File: src/rtl/chi_plane_worker.sv
// ---------------------------------------------------------------------------
// chi_plane_worker
//
// Worker instance of the revaluate (chi) stage. On a start request taken in
// IDLE it walks the 5x5 lane state held in an attached registered memory one
// plane (y) at a time: the five lanes of the plane are read into a row
// buffer, the chi nonlinearity
//     a'[x] = a[x] ^ (~a[x+1] & a[x+2])      (indices mod 5)
// is applied, and the five results are written back in place.
//
// Per plane: 5 READ + 1 LAST + 5 WRITE = 11 cycles; a job is 55 cycles.
//
// Ports
//   clk        : clock
//   rst        : asynchronous, active-high reset
//   start      : launch request, only looked at while IDLE
//   ready      : high while IDLE, low while a job is in flight
//   mem_addr   : lane address 5*y + x (0..24), 0 when no strobe is active
//   mem_rd     : read strobe (data returns on mem_rdata one cycle later)
//   mem_rdata  : read data from the registered state memory
//   mem_wr     : write strobe
//   mem_wdata  : write data, 0 when mem_wr is low
// ---------------------------------------------------------------------------
module chi_plane_worker #(
    parameter int W = 64
) (
    input  logic         clk,
    input  logic         rst,
    input  logic         start,
    output logic         ready,
    output logic [4:0]   mem_addr,
    output logic         mem_rd,
    input  logic [W-1:0] mem_rdata,
    output logic         mem_wr,
    output logic [W-1:0] mem_wdata
);

    // State encoding
    localparam logic [1:0] IDLE  = 2'd0;
    localparam logic [1:0] READ  = 2'd1;
    localparam logic [1:0] LAST  = 2'd2;
    localparam logic [1:0] WRITE = 2'd3;

    localparam logic [2:0] LANE_MAX = 3'd4;

    logic [1:0]   ps_reg;
    logic [1:0]   ps_next;
    logic [2:0]   x_reg;
    logic [2:0]   x_next;
    logic [2:0]   y_reg;
    logic [2:0]   y_next;

    // Row buffer: the five lanes of the plane currently being processed.
    logic [W-1:0] r_reg  [5];
    logic [W-1:0] r_next [5];

    // Per-lane capture enables and per-lane chi results.
    logic [4:0]   cap_en;
    logic [W-1:0] chi_lane [5];

    logic [4:0]   lane_addr;

    // -----------------------------------------------------------------------
    // Sequencing
    // -----------------------------------------------------------------------
    always_comb begin
        ps_next = ps_reg;
        x_next  = x_reg;
        y_next  = y_reg;
        case (ps_reg)
            IDLE: begin
                if (start) begin
                    ps_next = READ;
                    x_next  = 3'd0;
                    y_next  = 3'd0;
                end
            end
            READ: begin
                if (x_reg == LANE_MAX) begin
                    ps_next = LAST;
                    x_next  = 3'd0;
                end else begin
                    x_next = x_reg + 3'd1;
                end
            end
            LAST: begin
                // The last lane's read data arrives here; the write phase
                // only starts once the whole row is buffered, which is what
                // makes the in-place update safe.
                ps_next = WRITE;
            end
            WRITE: begin
                if (x_reg == LANE_MAX) begin
                    x_next = 3'd0;
                    if (y_reg == LANE_MAX) begin
                        ps_next = IDLE;
                        y_next  = 3'd0;
                    end else begin
                        ps_next = READ;
                        y_next  = y_reg + 3'd1;
                    end
                end else begin
                    x_next = x_reg + 3'd1;
                end
            end
            default: begin
                ps_next = IDLE;
                x_next  = 3'd0;
                y_next  = 3'd0;
            end
        endcase
    end

    always_ff @(posedge clk or posedge rst) begin
        if (rst) begin
            ps_reg <= IDLE;
            x_reg  <= 3'd0;
            y_reg  <= 3'd0;
        end else begin
            ps_reg <= ps_next;
            x_reg  <= x_next;
            y_reg  <= y_next;
        end
    end

    // -----------------------------------------------------------------------
    // Row buffer capture
    //
    // The memory is registered, so the lane addressed at READ x arrives one
    // cycle later: lane x-1 is captured while READ is at x (x >= 1), and
    // lane 4 is captured in LAST.
    // -----------------------------------------------------------------------
    genvar gi;
    generate
        for (gi = 0; gi < 5; gi++) begin : g_row
            if (gi < 4) begin : g_in_read
                assign cap_en[gi] = (ps_reg == READ) && (x_reg == 3'(gi + 1));
            end else begin : g_in_last
                assign cap_en[gi] = (ps_reg == LAST);
            end

            assign r_next[gi] = cap_en[gi] ? mem_rdata : r_reg[gi];

            // chi for lane gi; the mod-5 wrap is resolved at elaboration.
            assign chi_lane[gi] = r_reg[gi] ^ (~r_reg[(gi + 1) % 5] & r_reg[(gi + 2) % 5]);
        end
    endgenerate

    always_ff @(posedge clk or posedge rst) begin
        if (rst) begin
            for (int i = 0; i < 5; i++) begin
                r_reg[i] <= '0;
            end
        end else begin
            for (int i = 0; i < 5; i++) begin
                r_reg[i] <= r_next[i];
            end
        end
    end

    // -----------------------------------------------------------------------
    // Outputs (purely from state, counters and row buffer)
    // -----------------------------------------------------------------------
    // 5*y + x = 4*y + y + x, all within 5 bits (max 24).
    assign lane_addr = ({2'b00, y_reg} << 2) + {2'b00, y_reg} + {2'b00, x_reg};

    always_comb begin
        ready     = (ps_reg == IDLE);
        mem_rd    = (ps_reg == READ);
        mem_wr    = (ps_reg == WRITE);
        mem_addr  = 5'd0;
        mem_wdata = '0;
        if (mem_rd || mem_wr) begin
            mem_addr = lane_addr;
        end
        if (mem_wr) begin
            case (x_reg)
                3'd0:    mem_wdata = chi_lane[0];
                3'd1:    mem_wdata = chi_lane[1];
                3'd2:    mem_wdata = chi_lane[2];
                3'd3:    mem_wdata = chi_lane[3];
                3'd4:    mem_wdata = chi_lane[4];
                default: mem_wdata = '0;
            endcase
        end
    end

endmodule

File: config.mk
export PLATFORM = sky130hd
export DESIGN_NAME = chi_plane_worker
export DESIGN_NICKNAME = d
export VERILOG_FILES = /design/src/rtl/chi_plane_worker.sv
export SDC_FILE = /design/constraint.sdc
export NUM_CORES = 1
export LEC_CHECK = 0
export CORE_MARGIN = 2
export CORE_UTILIZATION = 32
export CTS_CLUSTER_SIZE = 28
export DETAILED_ROUTE_END_ITERATION = 6
export GPL_ROUTABILITY_DRIVEN = 0
export PLACE_DENSITY = 0.57
export SLEW_MARGIN = 20
export SYNTH_ARGS = -nofsm -noshare
export SYNTH_HDL_FRONTEND = slang
export SYNTH_SLANG_ARGS = --single-unit
File: constraint.sdc
create_clock -name clk -period 12.31 [get_ports clk]
set_input_delay 2.462 -clock clk [delete_from_list [all_inputs] [get_ports clk]]
set_output_delay 2.462 -clock clk [all_outputs]
set_load 0.02 [all_outputs]
==> key figures, run 1 <==
Pwr
  • Design Power: roughly 2800 uW
  • Pleak: roughly 0.0087 uW
  • Total power per unit cell area: 122 nW/um2
  • Maximum VDD drop: 0.0960 mV

GRT
  • Initial antenna violation count: 3
  • GRT met3 Usage: 2.78%
  • Pin count of the biggest net entering global routing: between 150 and 200
  • Top Usage Layer GRT: met2
  • Global-route wire length before repair: between 70000 and 80000 um
  • Overall global routing resource usage: 15.5%
  • Global-route track usage on met1: around 20%
  • Grt total ovfl: 0
  • Via count of the first global-routing pass: 13800
  • Met2 demand-to-capacity share in global routing: 26.7%

Synthesis
  • Avg Cell Area, Syn: 11.3 um2
  • Count of synthesis-stage warnings from yosys: 0
  • Async set or reset register ratio after synthesis: 100%
  • Share of synthesized area occupied by flip-flops and latches: a little over two fifths
  • Unique cell type count in the Yosys netlist: 34
  • Synthesized instance count: 1705
  • Net Count, Synth: ~1800
  • Count of flip-flops with a built-in enable after synthesis: 0
  • Synthesized cell area: 19200 um2
  • Post-synthesis register bit count: approximately 330
  • Top FF cell, synth: sky130_fd_sc_hd__dfrtp_1

Floorplanning
  • Total die area: between 60000 and 70000 um2
  • IO Pins: roughly 140
  • Number of cell rows: 89
  • Die boundary width: about 250 um
  • Starting density of the core: roughly 32%
  • Core area: between 50000 and 60000 um2
  • Vertical die dimension: between 200 and 250 um

Timing
  • Fin Hold WS: 0.534 ns
  • Final Worst Setup Slack: about 6 ns
  • Final Hold Vio Count: 0
  • Max Clk Rate: roughly 0.16 GHz
  • Final Cycle Share: between 50% and 60%
  • Final worst clock skew: roughly 0.014 ns
  • Count of pins over their slew limit: 0
  • Number of endpoints failing setup at the final stage: 0
  • Slew HR: approximately a quarter
  • Minimum clock period after layout: roughly 6.4 ns
  • Least-Margin Pin Slew: approximately 1.1 ns
  • Setup_tns: 0 ns
  • RSZ-0062 raised after global routing: no

Cells and area
  • Flip-flop count of the largest register after layout: 320
  • Final net count: 1914
  • Share of layout cells above drive strength 1: approximately 15%
  • Synthesis-to-layout area growth: 19.0%
  • Leading cell type in the layout, fill and taps excluded: sky130_fd_sc_hd__dfrtp_1
  • Filler cell count: about 5600
  • Most frequent cells in the layout: sky130_fd_sc_hd__dfrtp_1 (328), sky130_fd_sc_hd__xnor2_1 (323), sky130_fd_sc_hd__nand2b_1 (321), sky130_fd_sc_hd__mux2_2 (183), sky130_fd_sc_hd__clkdlybuf4s50_1 (138)

Clock network
  • Resize count post-CTS: 0
  • CTS sink count: roughly 330
  • CTS Root Cell: sky130_fd_sc_hd__clkbuf_16
  • H-tree levels: 2
  • Clock tree from TritonCTS: yes
  • Hold-fix buffers, CTS: 0
  • CTS buffer count: between 40 and 50
  • CTS max path bufs: 3
  • Post CTS Setup Buffer Count: 0
  • Clk_lat worst skew: about 0.57 ns
  • Clock slew at reported path FFs: about 0.06 ns

Place
  • Pre-CTS setup slack: ~6.5 ns
  • Post-DP HPWL: roughly 28000 um
  • Buffers added on ports: around 140

Flow run
  • Max_cap viols: 0

Route
  • Via density per instance: between 4 and 5
  • Drt first pass iters: 5
  • Residual DRC count: 0
  • Total number of vias: 13100
  • Routed Antenna Nets: 0
  • Drt first-iter violations: 590
  • Routed wire length per instance: around 18 um
  • Total detailed-routing wirelength: 47700 um

Outcome
  • Outcome: finished clean

Setup path
  • Arrival time at the worst endpoint: around 3.9 ns
  • Crit path kind: flop to output port
  • Required time of the critical path: a little under 10 ns
  • Crit path launch type: flop
  • CP Capture Type: output port
  • Max Fanout on Critical Path: 64

Worst hold path
  • Class of the tightest hold or removal check: flop to flop
## logic make-up (layout without fill, tap and decap cells)
kind of cell	count (synthesis)	in the layout	synth area share, %
adder cells (fa/ha/maj)	19	19	1.32
buffers and inverters	86	237	1.97
other	0	3	0
XOR/XNOR	323	323	14.7
multiplexers	320	320	18.8
flip-flops	328	328	42.8
AND/OR/NAND/NOR	415	415	12.5
AO/OA/AOI/OAI	214	214	7.92
## synthesized netlist by cell type (2+ instances only)
master / instances / area, um2
sky130_fd_sc_hd__mux2_2: 183 / 2060
sky130_fd_sc_hd__nand2_1: 74 / 278
sky130_fd_sc_hd__buf_2: 44 / 220
sky130_fd_sc_hd__nor2_1: 6 / 22.5
sky130_fd_sc_hd__a21oi_1: 4 / 20.0
sky130_fd_sc_hd__a31oi_1: 64 / 400
sky130_fd_sc_hd__inv_1: 11 / 41.3
sky130_fd_sc_hd__clkbuf_1: 28 / 105
sky130_fd_sc_hd__xnor2_1: 323 / 2830
sky130_fd_sc_hd__a22oi_1: 128 / 961
sky130_fd_sc_hd__o21ai_0: 8 / 40.0
sky130_fd_sc_hd__ha_1: 17 / 213
sky130_fd_sc_hd__nand2b_1: 321 / 2010
sky130_fd_sc_hd__buf_1: 3 / 11.3
sky130_fd_sc_hd__nor2b_1: 8 / 50.1
sky130_fd_sc_hd__dfrtp_1: 328 / 8210
sky130_fd_sc_hd__mux2_1: 137 / 1540
sky130_fd_sc_hd__fa_1: 2 / 40.0
## metal layers
layer	vias up	routed length, um
met4	2	1140
met2	239	23200
met1	6684	21400
met3	79	1980
li1	6143	-
met5	-	12
## per-stage QoR
stage | instance area (um2) | std cells | util (%)
finish | 22800 | 2632 | 38.6
global route | 22800 | 2630 | 38.6
CTS | 22800 | 2629 | 38.6
detailed placement | 21400 | 2558 | 36.2
global placement | 21400 | 2558 | 36.2
floorplan | 19200 | 1705 | -
## worst paths after layout
path	cells after the start	slack [ns]	to	start
max in group asynchronous	3	8.40	r_reg[213]	rst
min in group asynchronous	2	2.50	r_reg[189]	rst
worst min register to register	2	0.53	y_reg[2]	y_reg[2]
worst max-delay path	7	5.94	mem_wdata[1]	x_reg[2]
worst min-delay path	2	0.53	y_reg[2]	y_reg[2]
worst max register to register	5	9.36	r_reg[160]	x_reg[2]
## critical path: stages, from the launching register on
cell and delay, ns:
sky130_fd_sc_hd__dfrtp_1 0.55, sky130_fd_sc_hd__inv_1 0.25, sky130_fd_sc_hd__ha_4 0.15, sky130_fd_sc_hd__buf_4 0.82, sky130_fd_sc_hd__o31ai_4 0.12, sky130_fd_sc_hd__buf_4 0.32
sky130_fd_sc_hd__a31oi_1 0.40, sky130_fd_sc_hd__clkdlybuf4s50_1 0.68
## where the power goes
group / switching, uW / internal [uW] / total (uW)
clock: 476 / 766 / 1240
sequential: 61.4 / 1130 / 1190
combinational: 152 / 192 / 344
total: 689 / 2090 / 2780
## cell type report
| type | instances | area [um2] | area share (%) |
|---|---|---|---|
| diodes | 3 | 7.51 | 0.0329 |
| repair buffers | 155 | 1520 | 6.67 |
| clock buffers | 61 | 1210 | 5.31 |
| clock inverters | 10 | 183 | 0.800 |
| well taps | 773 | 967 | 4.24 |
| inverters | 11 | 48.8 | 0.214 |
| flip-flops and latches | 328 | 8210 | 36.0 |
| multi-input cells | 1291 | 10700 | 46.8 |
Note: power is estimated with default switching activity, not from simulation.
==> inputs of run 2 (changes only) <==
==> constraint.sdc (replaced) <==
create_clock -name clk -period 6.3 [get_ports clk]
set_input_delay 1.26 -clock clk [delete_from_list [all_inputs] [get_ports clk]]
set_output_delay 1.26 -clock clk [all_outputs]
set_load 0.02 [all_outputs]
==> run 2 against run 1 <==
Final cell count stayed put. Wire length grew 1.9%. Worst setup slack worse by 4.6 ns. Clock power grew 90%. Register-to-register slack got worse by 6.2 ns. Sequential power rose by 96%. Global-route usage up 0.14 points. Sequential cell count stayed put. First-iteration DRC count down 0.17%. Non-clock buffer count unchanged. Clock skew is 0.0046 ns higher. Combinational power increased by 97%. Largest cell class unchanged. Largest power group unchanged. Highest routed layer unchanged.
==> key figures, run 2 (synthesis gave the netlist of run 1 again) <==
Outcome
  • Outcome: finished clean

Timing
  • Least-Margin Pin Slew: 1.07 ns (-0.0465 ns)
  • Slew HR: 28.8% (+3.1 points)
  • Count of pins over their slew limit: 0 (unchanged)
  • RSZ-0062 raised after global routing: no
  • Setup_tns: 0 ns (unchanged)
  • Final worst clock skew: 0.0190 ns (+0.00455 ns)
  • Final Hold Vio Count: 0 (unchanged)
  • Final Cycle Share: around 78%
  • Max Clk Rate: around 0.20 GHz
  • Fin Hold WS: 0.545 ns (+0.0106 ns)
  • Minimum clock period after layout: 4.91 ns
  • Number of endpoints failing setup at the final stage: 0 (unchanged)

GRT
  • Initial antenna violation count: 4 (+1)
  • Grt total ovfl: 0 (unchanged)
  • Global-route track usage on met1: 20.1% (+0.31 points)
  • Via count of the first global-routing pass: 13700 (-1.2%)
  • Global-route wire length before repair: 77300 um (+0.45%)
  • Top Usage Layer GRT: met2
  • Met2 demand-to-capacity share in global routing: 26.5% (-0.25 points)
  • Pin count of the biggest net entering global routing: 167 (+6.4%)
  • GRT met3 Usage: 3.26% (+0.48 points)
  • Overall global routing resource usage: 15.6% (+0.14 points)

Place
  • Dpl cell area: 21400 um2 (about the same)
  • Placed cell count: 2558 (unchanged)
  • Buffers added on ports: 138 (unchanged)
  • Post-DP HPWL: 29500 um (+3.7%)

Clock network
  • H-tree levels: 2 (unchanged)
  • Resize count post-CTS: 0 (unchanged)
  • CTS Root Cell: sky130_fd_sc_hd__clkbuf_16
  • CTS buffer count: 41 (unchanged)
  • Clock tree from TritonCTS: yes
  • Clock slew at reported path FFs: 0.06 ns (about the same)
  • CTS sink count: 328 (unchanged)
  • CTS max path bufs: 3 (unchanged)
  • Post CTS Setup Buffer Count: 0 (unchanged)
  • Clk_lat worst skew: 0.56 ns (about the same)
  • Hold-fix buffers, CTS: 0 (unchanged)

Route
  • Drt first pass iters: 5 (unchanged)
  • Routed wire length per instance: 18.5 um (+1.9%)
  • Residual DRC count: 0 (unchanged)
  • Drt first-iter violations: 589 (-0.17%)
  • Total number of vias: 13100 (-0.50%)
  • Routed Antenna Nets: 0 (unchanged)
  • Via density per instance: 4.97 (-0.50%)
  • Total detailed-routing wirelength: 48600 um (+1.9%)

Cells and area
  • Most frequent cells in the layout: sky130_fd_sc_hd__dfrtp_1 (328), sky130_fd_sc_hd__xnor2_1 (323), sky130_fd_sc_hd__nand2b_1 (321), sky130_fd_sc_hd__mux2_2 (183), sky130_fd_sc_hd__clkdlybuf4s50_1 (138)
  • Non-Filler Instances: 2632 (unchanged)
  • Final Core Density: 38.6% (-0.044 points)
  • Leading cell type in the layout, fill and taps excluded: sky130_fd_sc_hd__dfrtp_1
  • Synthesis-to-layout area growth: 18.8%
  • Flip-flop count of the largest register after layout: 320 (unchanged)
  • Combined area of the multi-input logic cells: 10700 um2 (unchanged)
  • Share of layout cells above drive strength 1: 14.8% (-0.016 points)
  • Post-Layout Inst Area: 22800 um2 (-0.12%)
  • Sequential cell area: 8210 um2 (unchanged)
  • Filler cell count: 5635 (-0.018%)
  • Final net count: 1914 (unchanged)

Worst hold path
  • Hold-critical path depth: 2 (unchanged)
  • Class of the tightest hold or removal check: flop to flop

Setup path
  • Crit path kind: flop to output port
  • Max incr delay on CP: 0.85 ns (+0.03 ns)
  • Worst r2r path cells: 6 (+1)
  • Max Fanout on Critical Path: 58 (-9.4%)
  • Required time of the critical path: 5.04 ns (-4.81 ns)
  • CP max-delay cell: sky130_fd_sc_hd__and2_4
  • Crit path launch type: flop
  • CP Cell Sequence: inv_1 -> ha_1 -> and2_4 -> buf_4 -> a22oi_1 -> a31oi_1 -> clkdlybuf4s50_1
  • Arrival time at the worst endpoint: 3.65 ns (-0.26 ns)
  • CP Capture Type: output port

Floorplanning
  • IO Pins: 139 (unchanged)
  • Core area: 59100 um2 (unchanged)
  • Die boundary width: 249 um (unchanged)
  • Vertical die dimension: 249 um (unchanged)
  • Total die area: 61900 um2 (unchanged)
  • Starting density of the core: 32.4% (unchanged)
  • Number of cell rows: 89 (unchanged)

Pwr
  • Total power per unit cell area: 236 nW/um2 (+94%)
  • Maximum VDD drop: 0.182 mV (+90%)
  • Pleak: 0.00873 uW (-0.15%)

Flow run
  • Max_cap viols: 0 (unchanged)
[run 2: power by group]
group	leakage [uW]	switching, uW	internal [uW]
Combinational	0.00425	302	376
Sequential	0.00382	121	2210
Clock	0.000662	911	1450
Total	0.00873	1330	4040
[run 2: cell type report]
cell class,count,share of cell area [%]
inverter,11,0.198
sequential,328,36.0
clock buffer,64,5.36
multi-input combinational,1291,46.8
clock inverter,9,0.571
antenna,1,0.0110
timing repair buffer,155,6.78
tap,773,4.24
[run 2: worst paths after layout]
kind	start	end	slack [ns]
max	x_reg[0]	mem_wdata[24]	1.39
min	y_reg[2]	y_reg[2]	0.54
max reg2reg	x_reg[0]	r_reg[105]	3.13
min reg2reg	y_reg[2]	y_reg[2]	0.54
max in group asynchronous	rst	r_reg[24]	4.20
min in group asynchronous	rst	y_reg[1]	1.35
[run 2: critical path: cells and delay by family, from the launching register on]
family / cells / cell delay, ns
buf+inv: 3 / 1.15
compound gates: 2 / 0.35
simple gates: 1 / 0.85
flops: 1 / 0.43
fa+ha+maj: 1 / 0.29
[run 2: metal layers]
metal / vias to the layer above / wire [um]
met2: 203 / 23500
met4: 8 / 1080
li1: 6140 / -
met1: 6652 / 21900
met5: - / 45
met3: 78 / 2060
[run 2: stage by stage]
step	total power (uW)	setup WS (ns)
after floorplan	2810	0.661
after global placement	3030	1.96
after detailed placement	3060	1.95
after CTS	5460	1.35
after global routing	5630	1.20
final	5380	1.39
==> inputs of run 3 (changes only) <==
--- a/config.mk
+++ b/config.mk
@@ -10,7 +10,7 @@
 export CTS_CLUSTER_SIZE = 28
 export DETAILED_ROUTE_END_ITERATION = 6
 export GPL_ROUTABILITY_DRIVEN = 0
-export PLACE_DENSITY = 0.57
+export PLACE_DENSITY = 0.58
 export SLEW_MARGIN = 20
 export SYNTH_ARGS = -nofsm -noshare
 export SYNTH_HDL_FRONTEND = slang
==> constraint.sdc (replaced) <==
create_clock -name clk -period 4 [get_ports clk]
set_input_delay 0.8 -clock clk [delete_from_list [all_inputs] [get_ports clk]]
set_output_delay 0.8 -clock clk [all_outputs]
set_load 0.02 [all_outputs]
==> run 3 against run 2 <==
Clock power grew 61%. Final cell count rose by 0.61%. Largest power group unchanged. First-iteration DRC count increased by 2.2%. Largest cell class unchanged. Non-clock buffer count increased by 17. Design area increased by 1.6%. Critical endpoint is now mem_wdata[59].
==> key figures, run 3 (synthesis gave the netlist of run 1 again) <==
GRT
  • Overall global routing resource usage: 15.7% (+0.10 points)
  • Via count of the first global-routing pass: 14000 (+2.2%)
  • Grt total ovfl: 0 (unchanged)
  • Global-route wire length before repair: 77900 um (+0.75%)
  • Pin count of the biggest net entering global routing: 84 (-50%)
  • Initial antenna violation count: 5 (+1)

Route
  • Drt first pass iters: 5 (unchanged)
  • Routed Antenna Nets: 0 (unchanged)
  • Total number of vias: 13200 (+0.86%)
  • Drt first-iter violations: 602 (+2.2%)
  • Via density per instance: 4.98 (+0.25%)
  • Routed wire length per instance: 18.4 um (-0.50%)
  • Total detailed-routing wirelength: 48700 um (+0.10%)
  • Residual DRC count: 0 (unchanged)

Outcome
  • Outcome: finished clean

Timing
  • Final worst clock skew: 0.0135 ns (-0.00555 ns)
  • RSZ-0062 raised after global routing: no
  • Fin Hold WS: 0.554 ns (+0.00872 ns)
  • Final Cycle Share: a little over nine tenths
  • Count of pins over their slew limit: 0 (unchanged)
  • Minimum clock period after layout: around 3.8 ns
  • Number of endpoints failing setup at the final stage: 0 (unchanged)
  • Max Clk Rate: about 0.26 GHz
  • Slew HR: 54.3% (+26 points)
  • Final Hold Vio Count: 0 (unchanged)
  • Least-Margin Pin Slew: 0.684 ns (-0.384 ns)

Cells and area
  • Flip-flop count of the largest register after layout: 320 (unchanged)
  • Synthesis-to-layout area growth: 20.7%
  • Non-Filler Instances: 2648 (+0.61%)
  • Final net count: 1930 (+0.84%)
  • Post-Layout Inst Area: 23200 um2 (+1.6%)
  • Leading cell type in the layout, fill and taps excluded: sky130_fd_sc_hd__dfrtp_1
  • Most frequent cells in the layout: sky130_fd_sc_hd__dfrtp_1 (328), sky130_fd_sc_hd__xnor2_1 (323), sky130_fd_sc_hd__nand2b_1 (321), sky130_fd_sc_hd__mux2_2 (183), sky130_fd_sc_hd__mux2_1 (137)
  • Share of layout cells above drive strength 1: 15.6% (+0.78 points)

Setup path
  • Crit path launch type: flop
  • CP startpoint: x_reg[0]
  • Reg-to-reg startpoint: x_reg[0]
  • CP max-delay cell: sky130_fd_sc_hd__clkdlybuf4s50_1
  • Arrival time at the worst endpoint: 3.02 ns (-0.63 ns)
  • Critical path's top delay family: buffers and inverters
  • Max Fanout on Critical Path: 26 (-55%)
  • Crit path kind: flop to output port
  • CP Cell Sequence: inv_1 -> ha_1 -> and2_4 -> buf_12 -> a22oi_1 -> a31oi_1 -> clkdlybuf4s50_1
  • CP Buf/Inv Count: 3 (unchanged)
  • CP Capture Type: output port
  • Required time of the critical path: 3.20 ns (-1.84 ns)
  • Max incr delay on CP: 0.67 ns (-0.18 ns)

Place
  • Buffers added on ports: 138 (unchanged)
  • Placed cell count: 2573 (+0.59%)
  • Dpl cell area: 21700 um2 (+1.3%)
  • Post-DP HPWL: 30400 um (+3.1%)

Pwr
  • Pleak: 0.00899 uW (+2.9%)
  • Maximum VDD drop: 0.279 mV (+53%)
  • Design Power: 8550 uW (+59%)
  • Total power per unit cell area: 369 nW/um2 (+57%)

Clock network
  • CTS buffer count: 40 (-2.4%)
  • Hold-fix buffers, CTS: 0 (unchanged)
  • H-tree levels: 2 (unchanged)
  • CTS Root Cell: sky130_fd_sc_hd__clkbuf_16
  • Clock slew at reported path FFs: 0.06 ns (about the same)
  • CTS sink count: 328 (unchanged)
  • Clk_lat worst skew: 0.55 ns (about the same)
  • CTS max path bufs: 3 (unchanged)
  • Clock tree from TritonCTS: yes

Floorplanning
  • Vertical die dimension: 249 um (unchanged)
  • Core area: 59100 um2 (unchanged)
  • Number of cell rows: 89 (unchanged)
  • Starting density of the core: 32.4% (unchanged)
  • IO Pins: 139 (unchanged)
  • Die boundary width: 249 um (unchanged)
  • Total die area: 61900 um2 (unchanged)

Worst hold path
  • Startpoint of the lowest-slack hold path: r_reg[83]
  • Class of the tightest hold or removal check: flop to flop

Flow run
  • Max_cap viols: 0 (unchanged)
run 3: changes by cell type in the layout (fill, tap and decap cells not counted), sizes merged:
| cell | previous run | this run |
|---|---|---|
| bufinv | 3 | 5 |
| clkinvlp | 2 | 1 |
| clkbuf | 64 | 60 |
| inv | 12 | 10 |
| clkdlybuf4s50 | 138 | 127 |
| buf | 17 | 34 |
| dlymetal6s2s | 0 | 11 |
| clkinv | 3 | 7 |
run 3: stage by stage:
step	utilization, %	worst slack [ns]	setup TNS (ns)
2_1_floorplan	-	-1.18	-386.61
3_3_place_gp	36.7	0.663	0
3_5_place_dp	36.7	0.650	0
4_1_cts	39.1	0.0486	0
5_1_grt	39.2	0.00440	0
6_report	39.2	0.183	0
run 3: what timing repair did:
item                       CTS  global route
hold endpoints to repair     0             0
resized for setup            0            11
setup buffers                0             2
setup endpoints to repair    0            24
run 3: worst reg2reg max path, stage by stage (launching register included):
cell and delay, ns:
sky130_fd_sc_hd__dfrtp_1 0.44, sky130_fd_sc_hd__inv_1 0.12, sky130_fd_sc_hd__ha_1 0.28, sky130_fd_sc_hd__and2_4 0.25, sky130_fd_sc_hd__buf_12 0.19, sky130_fd_sc_hd__nand2_4 0.33
sky130_fd_sc_hd__buf_4 0.55, sky130_fd_sc_hd__mux2_2 0.44
run 3: power breakdown:
group          switching, uW  leakage [uW]  internal, uW  total, uW
logic                    473       0.00449           596       1070
clock network           1430      0.000682          2380       3800
registers                191       0.00382          3490       3680
total                   2090       0.00899          6460       8550
run 3: routing by layer:
layer  vias up  track usage [%]  share of wire [%]
li1       6168                -                  -
met1      6707             19.5                 45
met2       225             27.7                 49
met3        87             2.70                3.8
met4         6             5.00                2.5
met5         -                0              0.080
run 3: final timing paths:
path | end | slack, ns | cells after the start
worst max-delay path | mem_wdata[59] | 0.18 | 7
worst min-delay path | r_reg[83] | 0.55 | 1
worst max register to register | r_reg[102] | 1.28 | 7
worst min register to register | r_reg[83] | 0.55 | 1
max in group asynchronous | r_reg[272] | 2.38 | 3
min in group asynchronous | r_reg[135] | 0.71 | 2
run 3: final cells by class:
cell class	count	area (um2)
clock buffer	60	1190
tap	773	967
sequential	328	8210
clock inverter	12	200
timing repair buffer	172	1880
inverter	11	45.0
multi-input combinational	1291	10700
fill	5659	36000
antenna	1	2.50
